File: src/rtl/sram_bank_arbiter_pkg.sv
// Shared sizes and payload types for the multi-bank frame-buffer SRAM arbiter.
package sram_bank_arbiter_pkg;

    localparam int unsigned NUM_CLIENTS  = 4;
    localparam int unsigned NUM_BANKS    = 2;
    localparam int unsigned ADDR_W       = 19;
    localparam int unsigned DATA_W       = 36;
    localparam int unsigned OFF_W        = 17;
    localparam int unsigned IMAGE_LENGTH = 76800;
    localparam int unsigned READ_LATENCY = 2;

    localparam int unsigned ORD_W  = (NUM_CLIENTS > 1) ? $clog2(NUM_CLIENTS) : 1;
    localparam int unsigned BANK_W = (NUM_BANKS > 1) ? $clog2(NUM_BANKS) : 1;
    localparam int unsigned PIPE_D = 1 + READ_LATENCY;

    // One return-pipeline slot; zero marks an out-of-range read answered with 0.
    typedef struct packed {
        logic             valid;
        logic             zero;
        logic [ORD_W-1:0] id;
    } ret_t;

    typedef struct packed {
        logic              en;
        logic              we;
        logic [ADDR_W-1:0] addr;
        logic [DATA_W-1:0] wdata;
    } mem_cmd_t;

endpackage

File: src/rtl/sram_bank_arbiter_if.sv
// Client-side and SRAM-side signal bundle of the bank arbiter.
interface sram_bank_arbiter_if;
    import sram_bank_arbiter_pkg::*;

    logic                                   frame_flag;
    logic [NUM_CLIENTS-1:0]                 client_req;
    logic [NUM_CLIENTS-1:0]                 client_wr;
    logic [NUM_CLIENTS-1:0][OFF_W-1:0]      client_offset;
    logic [NUM_CLIENTS-1:0][DATA_W-1:0]     client_wdata;
    logic [NUM_CLIENTS-1:0]                 client_gnt;
    logic [NUM_CLIENTS-1:0]                 client_rvalid;
    logic [NUM_CLIENTS-1:0][DATA_W-1:0]     client_rdata;
    logic [NUM_CLIENTS-1:0]                 err_oob;
    logic [ORD_W-1:0]                       frame_idx;
    logic [NUM_BANKS-1:0]                   mem_en;
    logic [NUM_BANKS-1:0]                   mem_we;
    logic [NUM_BANKS-1:0][ADDR_W-1:0]       mem_addr;
    logic [NUM_BANKS-1:0][DATA_W-1:0]       mem_wdata;
    logic [NUM_BANKS-1:0][DATA_W-1:0]       mem_rdata;

    modport slave (
        input  frame_flag, client_req, client_wr, client_offset, client_wdata, mem_rdata,
        output client_gnt, client_rvalid, client_rdata, err_oob, frame_idx,
               mem_en, mem_we, mem_addr, mem_wdata
    );

    modport master (
        output frame_flag, client_req, client_wr, client_offset, client_wdata, mem_rdata,
        input  client_gnt, client_rvalid, client_rdata, err_oob, frame_idx,
               mem_en, mem_we, mem_addr, mem_wdata
    );

endinterface

File: src/rtl/sram_bank_arbiter_rr_arbiter.sv
// Round-robin picker: first requester at/after ptr wins, pointer advances past it.
module sram_bank_arbiter_rr_arbiter #(
    parameter int unsigned N  = 4,
    parameter int unsigned PW = (N > 1) ? $clog2(N) : 1
) (
    input  logic [N-1:0]  req,
    input  logic [PW-1:0] ptr,
    output logic [N-1:0]  gnt,
    output logic [PW-1:0] next_ptr
);

    int unsigned idx;
    logic        found;

    always_comb begin
        gnt      = '0;
        next_ptr = ptr;
        idx      = 0;
        found    = 1'b0;
        for (int unsigned off = 0; off < N; off++) begin
            idx = (32'(ptr) + off) % N;
            if (!found && req[PW'(idx)]) begin
                gnt[PW'(idx)] = 1'b1;
                next_ptr      = PW'((idx + 1) % N);
                found         = 1'b1;
            end
        end
    end

endmodule

File: src/rtl/sram_bank_arbiter.sv
// Shares NUM_BANKS SRAM banks among role-bound clients with rotating frame buffers,
// per-bank round-robin arbitration and tagged fixed-latency read return.
module sram_bank_arbiter
    import sram_bank_arbiter_pkg::*;
(
    input  logic                clock,
    input  logic                reset,
    sram_bank_arbiter_if.slave  bus
);

    logic [ORD_W-1:0]                   frame_idx_q, frame_idx_d;
    logic [NUM_CLIENTS-1:0]             err_oob_q, err_oob_d;
    logic [NUM_CLIENTS-1:0]             client_rvalid_q, client_rvalid_d;
    logic [NUM_CLIENTS-1:0][DATA_W-1:0] client_rdata_q, client_rdata_d;

    logic [BANK_W-1:0]                  bank_sel [NUM_CLIENTS];
    logic [ADDR_W-1:0]                  addr_map [NUM_CLIENTS];
    logic [NUM_CLIENTS-1:0]             oob;
    logic [NUM_BANKS-1:0][NUM_CLIENTS-1:0] gnt_all;
    ret_t [NUM_BANKS-1:0]               ret_all;
    logic [NUM_CLIENTS-1:0]             gnt_c;

    // Role -> buffer -> (bank, slot) under the current rotation.
    always_comb begin
        int unsigned b;
        b   = 0;
        oob = '0;
        for (int unsigned i = 0; i < NUM_CLIENTS; i++) begin
            b           = (i + 32'(frame_idx_q)) % NUM_CLIENTS;
            bank_sel[i] = BANK_W'(b % NUM_BANKS);
            addr_map[i] = ADDR_W'((b / NUM_BANKS) * IMAGE_LENGTH + 32'(bus.client_offset[i]));
            oob[i]      = 32'(bus.client_offset[i]) >= IMAGE_LENGTH;
        end
    end

    for (genvar k = 0; k < NUM_BANKS; k++) begin : g_bank
        logic [NUM_CLIENTS-1:0] req, gnt;
        logic [ORD_W-1:0]       ptr_q, ptr_d;
        mem_cmd_t               cmd_q, cmd_d;
        ret_t [PIPE_D-1:0]      pipe_q, pipe_d;
        ret_t                   push;

        always_comb begin
            req = '0;
            for (int unsigned i = 0; i < NUM_CLIENTS; i++) begin
                req[i] = bus.client_req[i] && (bank_sel[i] == BANK_W'(k)) && !reset;
            end
        end

        sram_bank_arbiter_rr_arbiter #(.N(NUM_CLIENTS), .PW(ORD_W)) u_rr (
            .req      (req),
            .ptr      (ptr_q),
            .gnt      (gnt),
            .next_ptr (ptr_d)
        );

        // Out-of-range winners get no SRAM command but still occupy a return slot.
        always_comb begin
            cmd_d = '0;
            push  = '0;
            for (int unsigned i = 0; i < NUM_CLIENTS; i++) begin
                if (gnt[i]) begin
                    cmd_d.en    = !oob[i];
                    cmd_d.we    = bus.client_wr[i] && !oob[i];
                    cmd_d.addr  = addr_map[i];
                    cmd_d.wdata = bus.client_wdata[i];
                    push.valid  = !bus.client_wr[i];
                    push.zero   = oob[i];
                    push.id     = ORD_W'(i);
                end
            end
            pipe_d[0] = push;
            for (int unsigned j = 1; j < PIPE_D; j++) begin
                pipe_d[j] = pipe_q[j-1];
            end
        end

        always_ff @(posedge clock or posedge reset) begin
            if (reset) begin
                ptr_q  <= '0;
                cmd_q  <= '0;
                pipe_q <= '0;
            end else begin
                ptr_q  <= ptr_d;
                cmd_q  <= cmd_d;
                pipe_q <= pipe_d;
            end
        end

        assign bus.mem_en[k]    = cmd_q.en;
        assign bus.mem_we[k]    = cmd_q.we;
        assign bus.mem_addr[k]  = cmd_q.addr;
        assign bus.mem_wdata[k] = cmd_q.wdata;
        assign gnt_all[k]       = gnt;
        assign ret_all[k]       = pipe_q[READ_LATENCY];
    end

    always_comb begin
        gnt_c           = '0;
        client_rvalid_d = '0;
        client_rdata_d  = '0;
        for (int unsigned k = 0; k < NUM_BANKS; k++) begin
            gnt_c = gnt_c | gnt_all[k];
            for (int unsigned c = 0; c < NUM_CLIENTS; c++) begin
                if (ret_all[k].valid && (ret_all[k].id == ORD_W'(c))) begin
                    client_rvalid_d[c] = 1'b1;
                    if (!ret_all[k].zero) begin
                        client_rdata_d[c] = bus.mem_rdata[k];
                    end
                end
            end
        end
        err_oob_d   = err_oob_q | (gnt_c & oob);
        frame_idx_d = frame_idx_q;
        if (bus.frame_flag) begin
            frame_idx_d = (32'(frame_idx_q) == NUM_CLIENTS - 1) ? '0 : frame_idx_q + ORD_W'(1);
        end
    end

    always_ff @(posedge clock or posedge reset) begin
        if (reset) begin
            frame_idx_q     <= '0;
            err_oob_q       <= '0;
            client_rvalid_q <= '0;
            client_rdata_q  <= '0;
        end else begin
            frame_idx_q     <= frame_idx_d;
            err_oob_q       <= err_oob_d;
            client_rvalid_q <= client_rvalid_d;
            client_rdata_q  <= client_rdata_d;
        end
    end

    assign bus.client_gnt    = gnt_c;
    assign bus.client_rvalid = client_rvalid_q;
    assign bus.client_rdata  = client_rdata_q;
    assign bus.err_oob       = err_oob_q;
    assign bus.frame_idx     = frame_idx_q;

endmodule
File: src/flat_wrapper.sv
// flat-port wrapper written by rule: the top's interface ports become plain ports
module sram_bank_arbiter_flat import sram_bank_arbiter_pkg::*;
  (clock, reset, bus_frame_flag, bus_client_req, bus_client_wr, bus_client_offset, bus_client_wdata, bus_mem_rdata, bus_client_gnt, bus_client_rvalid, bus_client_rdata, bus_err_oob, bus_frame_idx, bus_mem_en, bus_mem_we, bus_mem_addr, bus_mem_wdata);
  sram_bank_arbiter_if bus_i ();
  input  logic clock;
  input  logic reset;
  input wire logic [$bits(bus_i.frame_flag)-1:0] bus_frame_flag;
  input wire logic [$bits(bus_i.client_req)-1:0] bus_client_req;
  input wire logic [$bits(bus_i.client_wr)-1:0] bus_client_wr;
  input wire logic [$bits(bus_i.client_offset)-1:0] bus_client_offset;
  input wire logic [$bits(bus_i.client_wdata)-1:0] bus_client_wdata;
  input wire logic [$bits(bus_i.mem_rdata)-1:0] bus_mem_rdata;
  output wire logic [$bits(bus_i.client_gnt)-1:0] bus_client_gnt;
  output wire logic [$bits(bus_i.client_rvalid)-1:0] bus_client_rvalid;
  output wire logic [$bits(bus_i.client_rdata)-1:0] bus_client_rdata;
  output wire logic [$bits(bus_i.err_oob)-1:0] bus_err_oob;
  output wire logic [$bits(bus_i.frame_idx)-1:0] bus_frame_idx;
  output wire logic [$bits(bus_i.mem_en)-1:0] bus_mem_en;
  output wire logic [$bits(bus_i.mem_we)-1:0] bus_mem_we;
  output wire logic [$bits(bus_i.mem_addr)-1:0] bus_mem_addr;
  output wire logic [$bits(bus_i.mem_wdata)-1:0] bus_mem_wdata;
  assign bus_i.frame_flag = bus_frame_flag;
  assign bus_i.client_req = bus_client_req;
  assign bus_i.client_wr = bus_client_wr;
  assign bus_i.client_offset = bus_client_offset;
  assign bus_i.client_wdata = bus_client_wdata;
  assign bus_i.mem_rdata = bus_mem_rdata;
  assign bus_client_gnt = bus_i.client_gnt;
  assign bus_client_rvalid = bus_i.client_rvalid;
  assign bus_client_rdata = bus_i.client_rdata;
  assign bus_err_oob = bus_i.err_oob;
  assign bus_frame_idx = bus_i.frame_idx;
  assign bus_mem_en = bus_i.mem_en;
  assign bus_mem_we = bus_i.mem_we;
  assign bus_mem_addr = bus_i.mem_addr;
  assign bus_mem_wdata = bus_i.mem_wdata;
  sram_bank_arbiter u_core (.clock(clock), .reset(reset), .bus(bus_i));
endmodule
File: config.mk
export PLATFORM = sky130hd
export DESIGN_NAME = sram_bank_arbiter_flat
export DESIGN_NICKNAME = d
export VERILOG_FILES = /design/src/rtl/sram_bank_arbiter_pkg.sv /design/src/rtl/sram_bank_arbiter_if.sv /design/src/rtl/sram_bank_arbiter_rr_arbiter.sv /design/src/rtl/sram_bank_arbiter.sv /design/src/flat_wrapper.sv
export SDC_FILE = /design/constraint.sdc
export NUM_CORES = 1
export LEC_CHECK = 0
export ABC_AREA = 0
export CORE_AREA = 3 3 217 219
export DETAILED_ROUTE_END_ITERATION = 7
export DIE_AREA = 0 0 220 222
export GPL_TIMING_DRIVEN = 0
export HOLD_SLACK_MARGIN = 0.08
export PLACE_DENSITY_LB_ADDON = 0.15
export SLEW_MARGIN = 20
export SYNTH_ARGS = -nofsm -noshare
export SYNTH_HDL_FRONTEND = slang
export SYNTH_SLANG_ARGS = --single-unit
File: constraint.sdc
create_clock -name clock -period 16.7 [get_ports clock]
set_input_delay 4.175 -clock clock [delete_from_list [all_inputs] [get_ports clock]]
set_output_delay 4.175 -clock clock [all_outputs]
set_load 0.005 [all_outputs]
After elaboration in Yosys (flattened, before gate mapping). Index checks and enable logic that the tools add are counted.

Input bits: 295. Register bits: 296.

Order comparisons: 20. Bitwise logic cells: 13. Muxes and demuxes: 92. Reduce and logical (&&, ||, !) cells: 61. Add/sub/neg operators: 20. $mul: 4. Eq/ne operators: 7.

Operator list (number): two-way mux 36 bit (13); two-way mux 57 bit (8); adder 19 x 17 -> 19 bit (4); greater-or-equal comparator 17 bit (second input constant) (4); two-way mux 4 bit (16); logical AND 1 bit (42); multiplier 1 x 7 -> 8 bit (second input constant) (4); OR 4 bit (8); two-way mux 1 bit (30); less-than comparator 2 x 3 -> 1 bit (second input constant) (8); adder 2 x 1 -> 2 bit (second input constant) (9); two-way mux 2 bit (9); binary-select mux 1 bit (select 2 bit) (8); demux 1 bit (select 2 bit) (8); greater-or-equal comparator 2 x 1 -> 1 bit (second input constant) (8); zero test 1 bit (15); == test 2 bit (second input constant) (5); adder 2 bit (second input constant) (4); nonzero test 4 bit (2); adder 2 bit (first input constant) (2); AND 4 bit (1); == test 2 x 1 -> 1 bit (second input constant) (2); zero test 2 bit (2); inverter 1 bit (4); adder 1 x 2 -> 2 bit (first input constant) (1).

Longest topological paths before layout.
Depth in word-level cells: 20. Depth in mapped cells: 13.

Modules after synthesis. Synthesis repeated with hierarchy kept, for this count alone.

Cells, all modules: 1476. Area, all modules: 14859.3 um^2.

By module, submodules not included: sram_bank_arbiter (area each 13924.6 um^2, cells each 1355, times used 1); sram_bank_arbiter_rr_arbiter (u_core.g_bank[0].u_rr) (area each 484.2 um^2, cells each 70, times used 1); sram_bank_arbiter_rr_arbiter (u_core.g_bank[1].u_rr) (area each 450.4 um^2, cells each 51, times used 1).

Worst setup path before layout. Ideal clock, no wire load.

Path type: input to output. Start point: in reset. End point: out bus_client_gnt[3]. Path slack: 351 ps. Data arrival time: 12174 ps. Stages: 9. Cells stage by stage: buf_6 > inv_1 > o2111ai_1 > o211ai_1 > buf_2 > buf_2 > buf_2 > nor2_1 > inv_1.

Cells in the longest elaborated chain, start to end: 15. Elaborated cells between the ends (all ways): 58. Classes of those cells: mux (30); bitwise (7); reduce/logical (21).

RTL lines: from (decl) (RTL line flat_wrapper.sv:6) `input logic reset;`; zero test 1 bit * (RTL line sram_bank_arbiter.sv:46) `req[i] = bus.client_req[i] && (bank_sel[i] == BANK_W'(k)) && !reset;`; logical AND 1 bit (RTL line sram_bank_arbiter.sv:46); binary-select mux 1 bit (select 2 bit) (RTL line sram_bank_arbiter_rr_arbiter.sv:22) `if (!found && req[PW'(idx)]) begin`; two-way mux 1 bit (implied by the code) (RTL line sram_bank_arbiter_rr_arbiter.sv:22); two-way mux 1 bit (RTL line sram_bank_arbiter_rr_arbiter.sv:22); zero test 1 bit (RTL line sram_bank_arbiter_rr_arbiter.sv:22); logical AND 1 bit (RTL line sram_bank_arbiter_rr_arbiter.sv:22); two-way mux 1 bit (RTL line sram_bank_arbiter_rr_arbiter.sv:22); zero test 1 bit (RTL line sram_bank_arbiter_rr_arbiter.sv:22); logical AND 1 bit (RTL line sram_bank_arbiter_rr_arbiter.sv:22); two-way mux 1 bit (RTL line sram_bank_arbiter_rr_arbiter.sv:22); zero test 1 bit (RTL line sram_bank_arbiter_rr_arbiter.sv:22); logical AND 1 bit (RTL line sram_bank_arbiter_rr_arbiter.sv:22); two-way mux 4 bit (RTL line sram_bank_arbiter_rr_arbiter.sv:22); OR 4 bit * (RTL line sram_bank_arbiter.sv:103) `gnt_c = gnt_c | gnt_all[k];`; to (decl) (RTL line flat_wrapper.sv:13) `output wire logic [$bits(bus_i.client_gnt)-1:0] bus_client_gnt;`.

Mark *: on every way between the ends. The rest lies on a longest branch, timed or not. The select of a mux whose other input is x is not followed.

Final worst setup path.
Start point: in reset. End point: out bus_client_gnt[2].

The elaborated chain is that of the path after synthesis.

==> impl_results.md <==
* Vias in the first global route at 14300
* Worst slew pin tran at between 1 and 1.5 ns
* Critical path, cell by cell: clkdlybuf4s50_1, buf_6, nor2_2, a31oi_1, and3_1, or2_0, clkbuf_1, a221o_1, buf_2, clkbuf_1, nor2_1, inv_1, clkdlybuf4s50_1
* All-Layer GR Usage at 25.7%
* Power density cells at 183 nW/um2
* Critical path startpoint: reset
* Crit. End Element: output pin
* Worst path slowest cell: clkbuf_1
* Post-synth EDFFs at 0
* Core outline area at 45300 um2
* I/O Buffers at 564
* Asr flop ratio synth at 100%
* Die X at 220 um
* Final GP Congestion at 0.934
* Area grow syn2layout at 54.6%
* Slew Viols, Final at 0
* Yosys warns at 0
* Post-CTS Setup Bufs at 0
* Synth Flop Type: dfrtp_1
* Slew headroom at approximately 22%
* Fin cells at between 2000 and 3000
* Share of layout cells above drive strength 1 at 6.59%
* Rows at between 70 and 80
* Initial DRT Pass Iterations at 6
* CTS Buf Count at 36
* VDD IR max at around 0.08 mV
* WS Path Type: primary input to output pin
* Total congestion overflow at 0
* Post-synthesis average cell area at 10.8 um2
* Die height at 222 um
* Run status: completed
* Nets at 2245
* Reg-to-Reg Start: u_core.bus.frame_idx[0]
* Mapped Area at roughly 14000 um2
* CTS tree: built
* Period utilization at 72.9%
* Largest net degree at the start of global routing at 112
* Sink Count at 294
* Total number of vias at 14000
* Max_cap viols at 0
* DRT iter0 DRCs at 1082
* Leakage power at about 9.5 nW
* Root buffer cell: clkbuf_16
* # IOs at 567
* RSZ-0062 raised after global routing: false
* Required time worst endpoint at ~13 ns
* Post-CTS Resized at 0
* Routed len/inst at 25.8 um
* Reg2reg setup slack at around 13 ns
* Worst Path Max Fanout at 10
* Dpl cells at ~2500
* Largest stage delay, worst path at around 0.69 ns
* Yosys reg bits at 294
* CP Data Arrival Time at approximately 8.0 ns
* Minimum clock period at 12.18 ns
* Sequential fraction of the synthesis area at 51.8%
* Final wirelength at 65.5 mm
* Hold_buf cts at 0
* Die area at roughly 49000 um2
* First-pass GRT wire length at 94.8 mm
* Avg Vias per Cell at 5.51
* DRC viols at 0
* Initial antenna violation count at 12
* # setup viols final at 0
* Hold Fails Final Rpt at 0
* Startpoint types: primary input
* Syn Inst Count at 1310
* Detailed placer's ending HPWL at 49.8 mm
* Max Buffers Root-to-Sink at 3
* Setup Skew at 0.0183 ns
* Worst hold start: u_core.g_bank[0].pipe_d[9]
* Htree depth at 2
* Worst Hold Class: flip-flop to flip-flop
* Clk slew on worst S/H paths at 0.06 ns
* Final worst setup slack at 4.52 ns
* Fmax at 82.1 MHz
* Pre-CTS setup slack at 4.48 ns
* Worst skew pair latency at between 0.5 and 0.6 ns
* Routed Antenna Nets at 0
* Initial Util at a little under a third
* Cell variety after synth at 78
layer usage:
layer / share of wire, % / wire length [um] / track usage [%]
met3: 11 / 7170 / 9.48
met1: 37 / 24200 / 30.0
met4: 2.4 / 1590 / 6.94
met2: 50 / 32500 / 44.4
met5: 0.21 / 140 / 0
state kept, by name, summed over array words and instances (netlist names):
name / count
u_core.g_bank.pipe_q: 8
u_core.bus.mem_wdata: 72
u_core.bus.client_rdata: 144
u_core.bus.mem_we: 2
u_core.bus.err_oob: 4
u_core.bus.mem_addr: 36
u_core.g_bank.ptr_q: 4
u_core.bus.mem_en: 2
u_core.bus.client_rvalid: 4
u_core.bus.frame_idx: 2
u_core.g_bank.pipe_d: 16
final cells by class:
cell class | instances | area (um2)
fill | 4226 | 23300
sequential | 294 | 7360
multi-input combinational | 894 | 6290
inverter | 19 | 78.8
tap | 600 | 751
buffer | 104 | 503
timing repair buffer | 567 | 5710
antenna | 1 | 2.50
clock inverter | 18 | 235
clock buffer | 46 | 1030
final timing paths:
path / end / cells after the start
max reg2reg: u_core.bus.mem_addr[9] / 11
min in group asynchronous: u_core.bus.mem_addr[33] / 3
min: u_core.g_bank[0].pipe_q[9] / 0
min reg2reg: u_core.g_bank[0].pipe_q[9] / 0
max in group asynchronous: u_core.bus.client_rdata[67] / 4
max: bus_client_gnt[2] / 13
report_power, final:
group / leakage, nW / total [W] / switching, W / internal, W
clock: 0.624 / 0.000837 / 0.000322 / 0.000515
combinational: 4.99 / 0.00217 / 0.00124 / 0.000928
sequential: 3.92 / 0.00100 / 0.0000804 / 0.000923
cells in the mapped netlist (4+ instances only):
cell	number	area share, %
mux2i_1	52	3.7
nor2b_1	47	2.1
a221o_1	52	3.7
o31ai_1	9	0.48
nand3_1	59	2.1
clkbuf_1	59	1.6
inv_1	18	0.48
a31oi_1	12	0.53
o221ai_1	6	0.37
nor2_1	81	2.1
dfrtp_1	294	52
nand2_1	85	2.2
o21bai_1	7	0.37
fa_1	4	0.56
buf_6	9	0.71
a21oi_1	113	4.0
buf_2	27	0.95
xnor2_1	14	0.86
o21ai_0	13	0.46
nor3b_1	5	0.26
nor3_1	12	0.42
o22ai_1	55	2.4
ha_1	30	2.6
buf_1	6	0.16
xor2_1	8	0.49
a22o_1	148	9.1
a221oi_1	6	0.37
cells by family after synthesis:
group                    count (synthesis)  share of synthesized area (%)
multiplexers                            56                           4.03
flip-flops                             294                           51.8
XOR/XNOR                                22                           1.36
other                                    1                         0.0264
buffers and inverters                  123                           4.05
AO/OA/AOI/OAI                          461                           24.3
AND/OR/NAND/NOR                        319                           11.2
adder cells (fa/ha/maj)                 34                           3.21
layout by cell type, fill, tap and decap left out, types with 8 or more instances in the layout:
cell	instances
a22o_1	148
buf_6	9
o31ai_1	9
nand3_1	59
clkbuf_1	61
xor2_1	8
dfrtp_1	294
clkdlybuf4s50_1	564
ha_1	30
nand2_1	85
buf_2	28
nor2_1	81
a21oi_1	113
xnor2_1	14
inv_1	17
mux2i_1	52
o22ai_1	55
nor2b_1	47
a221o_1	52
a31oi_1	12
clkbuf_16	37
nor3_1	9
o21ai_0	13
metrics by stage:
stage	hold WS, ns	setup TNS [ns]	util (%)	power (W)	cell area (um2)
after floorplan	0.331	0	-	0.00217	14200
after global placement	0.336	-4.41	45.5	0.00316	20600
after detailed placement	0.336	0	45.7	0.00317	20700
after CTS	0.338	0	48.5	0.00402	21900
after global routing	0.358	0	48.5	0.00423	22000
final	0.347	0	48.5	0.00401	22000
worst max-delay path: cells and delay by family:
kind	cells	cell delay [ns]
buffers and inverters	7	2.73
AND/OR/NAND/NOR	4	0.55
AO/OA/AOI/OAI	2	0.53
(Power assumes the default switching activity.)
